<file path="config.mk">
export PLATFORM = sky130hd
export DESIGN_NAME = spram_ctrl
export DESIGN_NICKNAME = d
export VERILOG_FILES = /design/src/rtl/spram_ctrl.sv
export SDC_FILE = /design/constraint.sdc
export NUM_CORES = 1
export LEC_CHECK = 0
export ABC_AREA = 1
export BUFFER_PORTS_ARGS = -buffer_cell sky130_fd_sc_hd__buf_2
export CAP_MARGIN = 30
export CELL_PAD_IN_SITES_DETAIL_PLACEMENT = 1
export CELL_PAD_IN_SITES_GLOBAL_PLACEMENT = 1
export CORE_ASPECT_RATIO = 0.9
export CORE_UTILIZATION = 34
export DETAILED_ROUTE_END_ITERATION = 6
export PLACE_DENSITY = 0.87
export SLEW_MARGIN = 20
export SYNTH_ARGS = -nofsm -noshare
export SYNTH_HDL_FRONTEND = slang
export SYNTH_SLANG_ARGS = --single-unit
</file>
<file path="constraint.sdc">
create_clock -name CLK -period 1.25 [get_ports CLK]
set_input_delay 0.125 -clock CLK [delete_from_list [all_inputs] [get_ports CLK]]
set_output_delay 0.125 -clock CLK [all_outputs]
set_load 0.1 [all_outputs]
</file>
<file path="src/rtl/spram_ctrl.sv">
// Initiator-side controller for a 256x8 single-port RAM macro with a power-up quiet period.
// Build option: define SPRAM_CLEAR_EN to zero-fill the whole array after the quiet period.
module spram_ctrl #(
  parameter int ADDR_W      = 8,
  parameter int DATA_W      = 8,
  parameter int INIT_CYCLES = 120
) (
  input  logic              CLK,
  input  logic              RST,
  input  logic              req_valid,
  output logic              req_ready,
  input  logic              req_we,
  input  logic [ADDR_W-1:0] req_addr,
  input  logic [DATA_W-1:0] req_wdata,
  output logic              rsp_valid,
  input  logic              rsp_ready,
  output logic [DATA_W-1:0] rsp_rdata,
  output logic              init_done,
  output logic              ram_enb,
  output logic              ram_web,
  output logic              ram_oeb,
  output logic [ADDR_W-1:0] ram_adr,
  output logic [DATA_W-1:0] ram_d,
  input  logic [DATA_W-1:0] ram_q
);

  localparam int CNT_W = $clog2(INIT_CYCLES) + 1;

  typedef enum logic [2:0] {
    S_INIT, S_CLEAR, S_IDLE, S_ACCESS, S_CAPTURE, S_RSP
  } state_t;

  state_t           state;
  logic [CNT_W-1:0] cnt;
  logic             wr_p0;

  always_ff @(posedge CLK) begin
    if (RST) begin
      state     <= S_INIT;
      cnt       <= '0;
      wr_p0     <= 1'b0;
      ram_enb   <= 1'b1;
      ram_web   <= 1'b1;
      ram_oeb   <= 1'b1;
      ram_adr   <= '0;
      ram_d     <= '0;
      req_ready <= 1'b0;
      rsp_valid <= 1'b0;
      rsp_rdata <= '0;
      init_done <= 1'b0;
    end else begin
      case (state)
        S_INIT: begin
          ram_enb <= 1'b1;
          if (cnt == CNT_W'(INIT_CYCLES - 1)) begin
            cnt <= '0;
`ifdef SPRAM_CLEAR_EN
            state   <= S_CLEAR;
            ram_enb <= 1'b0;
            ram_web <= 1'b0;
            ram_d   <= '0;
            ram_adr <= '0;
`else
            state     <= S_IDLE;
            req_ready <= 1'b1;
            init_done <= 1'b1;
`endif
          end else begin
            cnt <= cnt + CNT_W'(1);
          end
        end
`ifdef SPRAM_CLEAR_EN
        // Enable stays low for the whole sweep: one zero write per clock.
        S_CLEAR: begin
          if (ram_adr == '1) begin
            ram_enb   <= 1'b1;
            ram_web   <= 1'b1;
            state     <= S_IDLE;
            req_ready <= 1'b1;
            init_done <= 1'b1;
          end else begin
            ram_adr <= ram_adr + ADDR_W'(1);
          end
        end
`endif
        S_IDLE: begin
          if (req_valid && req_ready) begin
            ram_enb   <= 1'b0;
            ram_web   <= ~req_we;
            ram_adr   <= req_addr;
            wr_p0     <= req_we;
            req_ready <= 1'b0;
            if (req_we) ram_d <= req_wdata;
            state <= S_ACCESS;
          end
        end
        // Macro latches the access on this edge; drop enable so it is a single-clock strobe.
        S_ACCESS: begin
          ram_enb <= 1'b1;
          ram_web <= 1'b1;
          if (wr_p0) begin
            req_ready <= 1'b1;
            state     <= S_IDLE;
          end else begin
            ram_oeb <= 1'b0;
            state   <= S_CAPTURE;
          end
        end
        S_CAPTURE: begin
          rsp_rdata <= ram_q;
          rsp_valid <= 1'b1;
          ram_oeb   <= 1'b1;
          state     <= S_RSP;
        end
        S_RSP: begin
          if (rsp_ready) begin
            rsp_valid <= 1'b0;
            req_ready <= 1'b1;
            state     <= S_IDLE;
          end
        end
        default: state <= S_INIT;
      endcase
    end
  end

endmodule

</file>
==> results.json, run 1 <==
{
  "status": "complete, no violations",
  "diodes": 0,
  "antenna_found_initial": 0,
  "ioPinCount": 59,
  "clkSinkCount": 42,
  "grt_pass1_wl_um": 7920,
  "numCtsBuffers": 5,
  "cp_data_required_time_ns": 1.12,
  "p_int_w": 0.00236,
  "endpoint_kind": "output pin",
  "arrival_ns": 1.11,
  "finalNonFillerCells": 372,
  "max_stage_delay_ns": 0.45,
  "clk_latency_ns": 0.30,
  "finalNetCount": 336,
  "clock.fmax_ghz": 0.813,
  "grt-ovfl-total": 0,
  "cts.clk_slew.worst_paths_ns": 0.09,
  "drtPass1Iterations": 4,
  "rr_worst_depth": 6,
  "yosysTopAreaCell": "dfxtp_1",
  "p_leak_nw": 1.14,
  "grt_max_degree": 18,
  "period_share": 0.984,
  "slew_viol_final": 0,
  "worstPathCellList": "buf_2",
  "ys_ff_latch": 42,
  "wl_um": 5180,
  "cts.path.max_buffers": 2,
  "ir_drop_mv": 0.669,
  "slowest_stage": "buf_2",
  "hold_viol": 0,
  "hold_class": "primary input to register",
  "power.share.combinational": 0.370,
  "grt_usage": 0.186,
  "core_area_sq_um": 4860,
  "layout_commonest_cell": "buf_2",
  "max-cap-violations": 0,
  "synth_fp_nets": 261,
  "num_rows": 24,
  "die-area_sq_um": 5370,
  "critical_path_buf_inv_count": 1,
  "globalplace.congestion": 0.786,
  "layout_setup_ws_ns": 0.0197,
  "crit_cells": 1,
  "crit_type": "register to output pin",
  "numPortBuffers": 58,
  "yosysSeqAreaShare": 0.487,
  "die_h_um": 69.6,
  "syn-cell-area_sq_um": 1730,
  "drive_gt1_frac": 0.414,
  "dp_hpwl_um": 3560,
  "htree_num_levels": 2,
  "whs_path_depth": 3,
  "cts_root_buffer": "clkbuf_8",
  "slew-limit-headroom": 0.663,
  "cp-start-kind": "register",
  "worst_slew_pin_slew_ns": 0.510,
  "synth.distinct_cells": 26,
  "critPathTopFamily": "buffers and inverters",
  "p_per_area_nw_per_um2": 1660,
  "multiInputGateArea_sq_um": 822,
  "p_seq_frac": 0.401,
  "avgSynthCellArea_sq_um": 7.48,
  "swShare": 0.403,
  "first_iter_violations": 51,
  "antenna_left": 0,
  "cts_tree": "done",
  "synthCells": 231,
  "finClkSkew_ns": 0.00522,
  "dp_cells": 361,
  "final_cell_mix": "buf_2 (58), nor2_1 (55), dfxtp_1 (27)",
  "synth.area.top_cells": "dfxtp_1 (49%), nor2_1 (13%), o21ai_0 (8.4%)",
  "seq_area_sq_um": 865,
  "yosys_warnings": 0,
  "rsz0062_at_grt": "yes",
  "die_w_um": 77.1,
  "dr_total_vias": 1759,
  "syn_to_final_growth_pct": 38.1,
  "fill_cells": 640,
  "setup_violations": 0,
  "synth_top_area_frac": 0.487,
  "avgViaCountPerCell": 4.73,
  "detail_route.wl_per_cell_um": 13.9,
  "start_util": 0.355,
  "worstPathMaxFanout": 2,
  "switching_power_w": 0.00160,
  "place_ws_ns": -0.126,
  "grt_pass1_vias": 1707,
  "drcViolationCount": 0,
  "fin_crit_ns": 1.23,
  "p_clk_frac": 0.228
}
-- final cells by class --
cell class | instances | area share
multi-input cells | 160 | 0.345
clock buffers | 5 | 0.0288
clock inverters | 3 | 0.00839
repair buffers | 75 | 0.182
well taps | 65 | 0.0341
flip-flops and latches | 42 | 0.362
inverters | 22 | 0.0399
-- through the flow --
step / TNS, ns / util / total power, W / hold slack [ns] / area [sq um]
6_report: 0 / 0.490 / 0.00396 / 0.0523 / 2390
5_1_grt: -0.147 / 0.490 / 0.00414 / 0.0649 / 2390
4_1_cts: 0 / 0.474 / 0.00383 / 0.0485 / 2300
3_5_place_dp: -0.956 / 0.449 / 0.00289 / 0.360 / 2180
3_3_place_gp: -0.0846 / 0.449 / 0.00284 / 0.353 / 2180
2_1_floorplan: -0.00781 / - / 0.00244 / 0.194 / 1750
-- sequential cells by signal, indices dropped and copies added, names as in the netlist --
name       flops
ram_adr        8
ram_enb        1
req_ready      1
rsp_rdata      8
ram_d          8
rsp_valid      1
wr_p0          1
cnt            8
init_done      1
ram_web        1
ram_oeb        1
state          3
-- power groups by stage --
stage | Sequential, W | Combinational (W) | Clock, W
floorplan | 0.00190 | 0.000532 | 0
global placement | 0.00157 | 0.00127 | 0
detailed placement | 0.00158 | 0.00131 | 0
CTS | 0.00157 | 0.00134 | 0.000918
global route | 0.00160 | 0.00157 | 0.000968
finish | 0.00159 | 0.00147 | 0.000903
-- cells by family after synthesis --
family,share of synthesized area
simple gates,0.301
flops,0.487
compound gates,0.121
buf+inv,0.0796
xor+xnor,0.00507
fa+ha+maj,0.00724
-- layer usage --
metal  track usage  share of wire
met3        0.0276          0.030
met4        0.0776          0.019
met1         0.219           0.43
met5             0              0
met2         0.334           0.52
-- synth_stat cells --
cell	instances
a21oi_1	10
a21oi_2	1
buf_2	2
buf_6	3
clkbuf_1	1
clkbuf_2	1
dfxtp_1	42
ha_1	1
inv_1	18
inv_2	3
inv_4	1
nand2_1	31
nand2_2	1
nand2_4	1
nand3_1	12
nand3_2	3
nand4_1	2
nor2_1	60
nor2_2	3
nor2_4	1
nor3_1	1
nor3_4	1
o21ai_0	29
o21ai_1	1
or2_1	1
xnor2_1	1
-- worst reg2reg max path, stage by stage, from the launching register on --
cell     delay [ns]
dfxtp_2        0.35
buf_4          0.15
nor2_2         0.13
nand2_1        0.10
or2_1          0.24
nand2_1        0.07
nand3_1        0.06
-- what timing repair did --
item | in CTS | in global routing
hold buffers | 0 | 0
endpoints found under the setup margin | 16 | 28
setup buffers | 2 | 0
cloned | 0 | 1
pin swaps | 3 | 6
resized for setup | 10 | 27
-- worst paths after layout --
kind	from	endpoint	slack, ns
min reg2reg	init_done	init_done	0.45
max	ram_enb	ram_enb	0.02
min	req_addr[0]	ram_adr[0]	0.05
max reg2reg	state[2]	ram_oeb	0.02
Power figures use the tool's default switching activity.
==> run 2, diff against run 1 <==
--- a/config.mk
+++ b/config.mk
@@ -14,6 +14,8 @@
 export CORE_UTILIZATION = 34
 export DETAILED_ROUTE_END_ITERATION = 6
 export PLACE_DENSITY = 0.87
+export REMOVE_ABC_BUFFERS = 1
+export SETUP_SLACK_MARGIN = 0.2
 export SLEW_MARGIN = 20
 export SYNTH_ARGS = -nofsm -noshare
 export SYNTH_HDL_FRONTEND = slang
==> run 2 against run 1 <==
Effect of this change:
- worst setup slack worse by 0.044 ns
- highest routed layer unchanged
- first-iteration DRC count grew 110%
- the run now ends with setup timing left
- final area up 28%
- critical endpoint is now ram_adr[4]
- count of clock-buffer cells in the layout rose by 1
- clock skew up 0.0017 ns
- utilization increased by 14 points
- maximum frequency decreased by 3.5%
- final cell count up 3.0%
- critical path type is now register to register
- via count increased by 8.4%
- die area unchanged
==> results.json, run 2 (same netlist as run 1, synthesis figures left out) <==
{
  "p_leak_nw": 1.33,
  "slowest_stage": "dfxtp_4",
  "dr_total_vias": 1907,
  "cp_common_cell": "nor2_1",
  "start_util": 0.355,
  "grt_usage": 0.219,
  "cts_root_buffer": "clkbuf_8",
  "worstPathCellList": "inv_4 -> nand3_4 -> nor2_4 -> buf_8 -> clkinv_8 -> nor2_1 -> nor2_1",
  "worstPathMaxFanout": 6,
  "num_rows": 24,
  "rr_worst_depth": 7,
  "max_stage_delay_ns": 0.37,
  "clk_latency_ns": 0.30,
  "period_share": 1.02,
  "slew_viol_final": 0,
  "failed_checks": "setup timing",
  "finalNetCount": 347,
  "dp_cells": 362,
  "clkSinkCount": 42,
  "p_seq_frac": 0.357,
  "numCtsBuffers": 5,
  "avgViaCountPerCell": 4.98,
  "layout_setup_ws_ns": -0.0243,
  "ir_drop_mv": 0.798,
  "min_from": "req_addr[0]",
  "rsz0062_at_grt": "yes",
  "final_cell_mix": "nor2_1 (48), buf_2 (28), dfxtp_1 (27)",
  "regToRegEndpoint": "ram_adr[4]",
  "hold-worst-slack_ns": 0.0542,
  "ioPinCount": 59,
  "hold_buffers": 0,
  "cts.path.max_buffers": 2,
  "clock.fmax_ghz": 0.785,
  "max-cap-violations": 0,
  "power.share.combinational": 0.449,
  "core_area_sq_um": 4860,
  "min_to": "ram_adr[0]",
  "drive_gt1_frac": 0.544,
  "crit_type": "register to register",
  "p_clk_frac": 0.194,
  "hold_class": "primary input to register",
  "r2r_slack_ns": -0.02,
  "drcViolationCount": 0,
  "final_util": 0.628,
  "setup_violations": 1,
  "cts_tree": "done",
  "cts.clk_slew.worst_paths_ns": 0.09,
  "fin_crit_ns": 1.27,
  "fin_total_pwr_w": 0.00460,
  "first_iter_violations": 108,
  "detail_route.wl_per_cell_um": 17.6,
  "switching_power_w": 0.00190,
  "worst_slew_pin_slew_ns": 0.302,
  "swShare": 0.413,
  "slew-limit-headroom": 0.798,
  "layout_commonest_cell": "nor2_1",
  "htree_num_levels": 2,
  "hold_viol": 0,
  "reg2reg_from": "state[0]",
  "dp_hpwl_um": 3630,
  "whs_path_depth": 3,
  "grt-ovfl-total": 0,
  "globalplace.congestion": 0.766,
  "antenna_left": 0,
  "cp_data_required_time_ns": 1.45,
  "syn_to_final_growth_pct": 76.8,
  "finalNonFillerCells": 383,
  "numPortBuffers": 58,
  "cp-start-kind": "register",
  "drtPass1Iterations": 4,
  "grt_pass1_wl_um": 9220,
  "endpoint_kind": "register",
  "arrival_ns": 1.47,
  "grt_pass1_vias": 1921,
  "die_w_um": 77.1,
  "grt_max_degree": 28,
  "antenna_found_initial": 0,
  "p_per_area_nw_per_um2": 1510,
  "die-area_sq_um": 5370,
  "status": "finished with violations",
  "diodes": 0,
  "die_h_um": 69.6,
  "finClkSkew_ns": 0.00695,
  "wl_um": 6750,
  "p_int_w": 0.00270
}
-- run 2: how the worst max path moves through the flow --
stage                          from          to
after global routing       state[0]  ram_adr[4]
after floorplan           req_ready    ram_d[0]
after detailed placement   state[1]    ram_d[6]
after global placement     state[1]    ram_d[3]
after CTS                  state[1]  ram_adr[5]
final                      state[0]  ram_adr[4]
-- run 2: power by group through the flow --
stage	logic, W	clock network, W	registers [W]
floorplan	0.000519	0	0.00189
global placement	0.00121	0	0.00155
detailed placement	0.00126	0	0.00156
CTS	0.00156	0.000908	0.00159
global route	0.00217	0.000972	0.00165
finish	0.00207	0.000891	0.00164
-- run 2: routing by layer --
layer,vias up,share of wire,global-route usage
li1,911,-,-
met4,0,0.020,0.0860
met5,-,0,0
met2,70,0.55,0.399
met1,911,0.39,0.242
met3,15,0.039,0.0539
-- run 2: area by class of cell --
type                    count  area, sq um
fillers                   560         1810
multi-input cells         160         1020
repair buffers             85          876
flip-flops and latches     42          867
inverters                  22          110
well taps                  65         81.3
clock buffers               6         72.6
clock inverters             2         13.8
repair inverters            1         11.3
-- run 2: worst max-delay path, delay by kind of cell (launching register included) --
family / cells / cell delay, ns
AND/OR/NAND/NOR: 4 / 0.48
flip-flops: 1 / 0.37
buffers and inverters: 3 / 0.32
-- run 2: per-stage QoR --
step | instance area (sq um) | worst slack [ns] | TNS [ns]
detailed placement | 2190 | -0.141 | -0.886
finish | 3050 | -0.0243 | -0.0243
global route | 3050 | -0.109 | -0.896
floorplan | 1680 | -0.849 | -14.49
global placement | 2190 | -0.00715 | -0.0406
CTS | 2620 | 0.0433 | 0
-- run 2: what timing repair did --
action                     CTS  global route
buffers inserted             4             7
gates resized for setup    105           109
setup endpoints to repair   71            62
pin swaps                   15            29
gates cloned                 0             2
==> run 3, diff against run 2 <==
--- a/config.mk
+++ b/config.mk
@@ -13,7 +13,8 @@
 export CORE_ASPECT_RATIO = 0.9
 export CORE_UTILIZATION = 34
 export DETAILED_ROUTE_END_ITERATION = 6
-export PLACE_DENSITY = 0.87
+export GPL_TIMING_DRIVEN = 0
+export PLACE_DENSITY_LB_ADDON = 0.05
 export REMOVE_ABC_BUFFERS = 1
 export SETUP_SLACK_MARGIN = 0.2
 export SLEW_MARGIN = 20
==> constraint.sdc (replaced) <==
create_clock -name CLK -period 1.25 [get_ports CLK]
set_input_delay 0.375 -clock CLK [delete_from_list [all_inputs] [get_ports CLK]]
set_output_delay 0.375 -clock CLK [all_outputs]
set_load 0.1 [all_outputs]
==> run 3 against run 2 <==
Effect of this change:
- flip-flop and latch count did not move
- maximum frequency is 2.6% lower
- clock skew up 0.0056 ns
- first-iteration DRC count decreased by 11%
- the flow still finishes with violations (setup timing)
- total power is 7.0% higher
- final area is 12% higher
- hold slack improved by 0.25 ns
- register-to-register slack lost 0.03 ns
- wire length grew 20%
- worst setup slack lost 0.034 ns
- final cell count increased by 2.1%
- combinational power grew 7%
==> results.json, run 3 (same netlist as run 1, synthesis figures left out) <==
{
  "layout_setup_ws_ns": -0.0588,
  "diodes": 0,
  "worstPathMaxFanout": 6,
  "switching_power_w": 0.00201,
  "drcViolationCount": 0,
  "cts_root_buffer": "clkbuf_8",
  "p_per_area_nw_per_um2": 1440,
  "cts_tree": "done",
  "fin_crit_ns": 1.31,
  "crit_type": "register to register",
  "min_to": "ram_adr[3]",
  "rr_worst_depth": 5,
  "grt_max_degree": 18,
  "cts.path.max_buffers": 2,
  "wl_um": 8120,
  "regToRegEndpoint": "rsp_rdata[4]",
  "p_seq_frac": 0.335,
  "core_area_sq_um": 4860,
  "ioPinCount": 59,
  "hold_viol": 0,
  "first_iter_violations": 96,
  "whs_path_depth": 3,
  "slew-limit-headroom": 0.733,
  "endpoint_kind": "register",
  "antenna_left": 0,
  "failed_checks": "setup timing",
  "cp-start-kind": "register",
  "dr_total_vias": 2015,
  "clock.fmax_ghz": 0.764,
  "grt_pass1_vias": 1946,
  "die-area_sq_um": 5370,
  "globalplace.congestion": 0.773,
  "worstPathCellList": "nor2_4 -> buf_4 -> nand2_2 -> o21ai_0 -> nor2_1",
  "numCtsBuffers": 5,
  "critical_path_buf_inv_count": 1,
  "p_clk_frac": 0.214,
  "grt_pass1_wl_um": 9290,
  "max-cap-violations": 0,
  "power.share.combinational": 0.451,
  "clk_latency_ns": 0.30,
  "rsz0062_at_grt": "yes",
  "num_rows": 24,
  "die_h_um": 69.6,
  "r2r_slack_ns": -0.06,
  "grt_usage": 0.223,
  "slew_viol_final": 0,
  "arrival_ns": 1.48,
  "period_share": 1.05,
  "finClkSkew_ns": 0.0126,
  "fill_cells": 518,
  "ir_drop_mv": 0.789,
  "clkSinkCount": 42,
  "hold-worst-slack_ns": 0.307,
  "detail_route.wl_per_cell_um": 20.8,
  "htree_num_levels": 2,
  "cp_data_required_time_ns": 1.42,
  "critPathTopFamily": "simple AND/OR/NAND/NOR gates",
  "finalNetCount": 355,
  "p_int_w": 0.00292,
  "dp_hpwl_um": 2890,
  "drtPass1Iterations": 4,
  "slowest_stage": "dfxtp_4",
  "setup_violations": 10,
  "antenna_found_initial": 0,
  "fin_total_pwr_w": 0.00492,
  "start_util": 0.355,
  "final_cell_mix": "nor2_1 (39), buf_12 (33), dfxtp_2 (31)",
  "layout_commonest_cell": "nor2_1",
  "die_w_um": 77.1,
  "status": "finished with violations",
  "worst_slew_pin_slew_ns": 0.396,
  "numPortBuffers": 58,
  "hold_class": "primary input to register",
  "max_stage_delay_ns": 0.39,
  "syn_to_final_growth_pct": 97.3,
  "reg2reg_from": "state[0]",
  "drive_gt1_frac": 0.663,
  "min_from": "req_addr[3]",
  "grt-ovfl-total": 0,
  "swShare": 0.408,
  "p_leak_nw": 1.43,
  "cts.clk_slew.worst_paths_ns": 0.09,
  "avgViaCountPerCell": 5.15
}
## run 3: power groups by stage
stage / clock, W / combinational [W] / sequential (W)
2_1_floorplan: 0 / 0.000519 / 0.00189
3_3_place_gp: 0 / 0.00106 / 0.00158
3_5_place_dp: 0 / 0.00107 / 0.00158
4_1_cts: 0.00105 / 0.00152 / 0.00162
5_1_grt: 0.00110 / 0.00231 / 0.00166
6_report: 0.00105 / 0.00222 / 0.00165
## run 3: area by class of cell
type | instances | area, sq um | area share
Inverter | 22 | 130 | 0.0382
Timing Repair inverter | 2 | 16.3 | 0.00477
Sequential cell | 42 | 910 | 0.267
Timing Repair Buffer | 90 | 1050 | 0.309
Clock buffer | 8 | 110 | 0.0323
Tap cell | 65 | 81.3 | 0.0239
Multi-Input combinational cell | 162 | 1110 | 0.326
## run 3: worst max-delay path by stage
stage	from	to	slack (ns)	depth (start not counted)
after detailed placement	state[2]	ram_d[3]	-0.71	7
after floorplan	req_ready	ram_d[0]	-0.85	6
after global routing	state[0]	cnt[2]	-0.13	5
final	state[0]	rsp_rdata[4]	-0.06	5
after CTS	init_done	init_done	0.03	1
after global placement	state[2]	ram_d[1]	-0.68	7
## run 3: timing repair
action                                  CTS  global route
hold buffers                              0             0
endpoints found under the hold margin     0             0
setup buffers                            14            17
gates cloned                              3             2
endpoints found under the setup margin   72            72
pin swaps                                11            26
resized for setup                       203            96
## run 3: routing by layer
metal | routed length [um] | vias to the layer above | GRT usage
met5 | 0 | - | 0
met4 | 207 | 0 | 0.0671
met3 | 379 | 18 | 0.0513
met2 | 4320 | 80 | 0.403
met1 | 3220 | 982 | 0.259
li1 | - | 935 | -
## run 3: per-stage QoR
stage | instances | instance area, sq um | setup slack, ns | TNS (ns) | utilization
finish | 391 | 3410 | -0.0588 | -0.220 | 0.701
global route | 391 | 3410 | -0.129 | -1.54 | 0.701
CTS | 372 | 2900 | 0.0255 | 0 | 0.596
detailed placement | 347 | 2050 | -0.706 | -16.72 | 0.421
global placement | 347 | 2050 | -0.678 | -16.99 | 0.421
floorplan | 224 | 1680 | -0.849 | -15.96 | -
## run 3: worst register-to-register path, stage by stage, from the launching register on
cell and delay, ns:
dfxtp_4 0.39, nor2_4 0.24, buf_4 0.17, nand2_2 0.11
o21ai_0 0.21, nor2_1 0.08
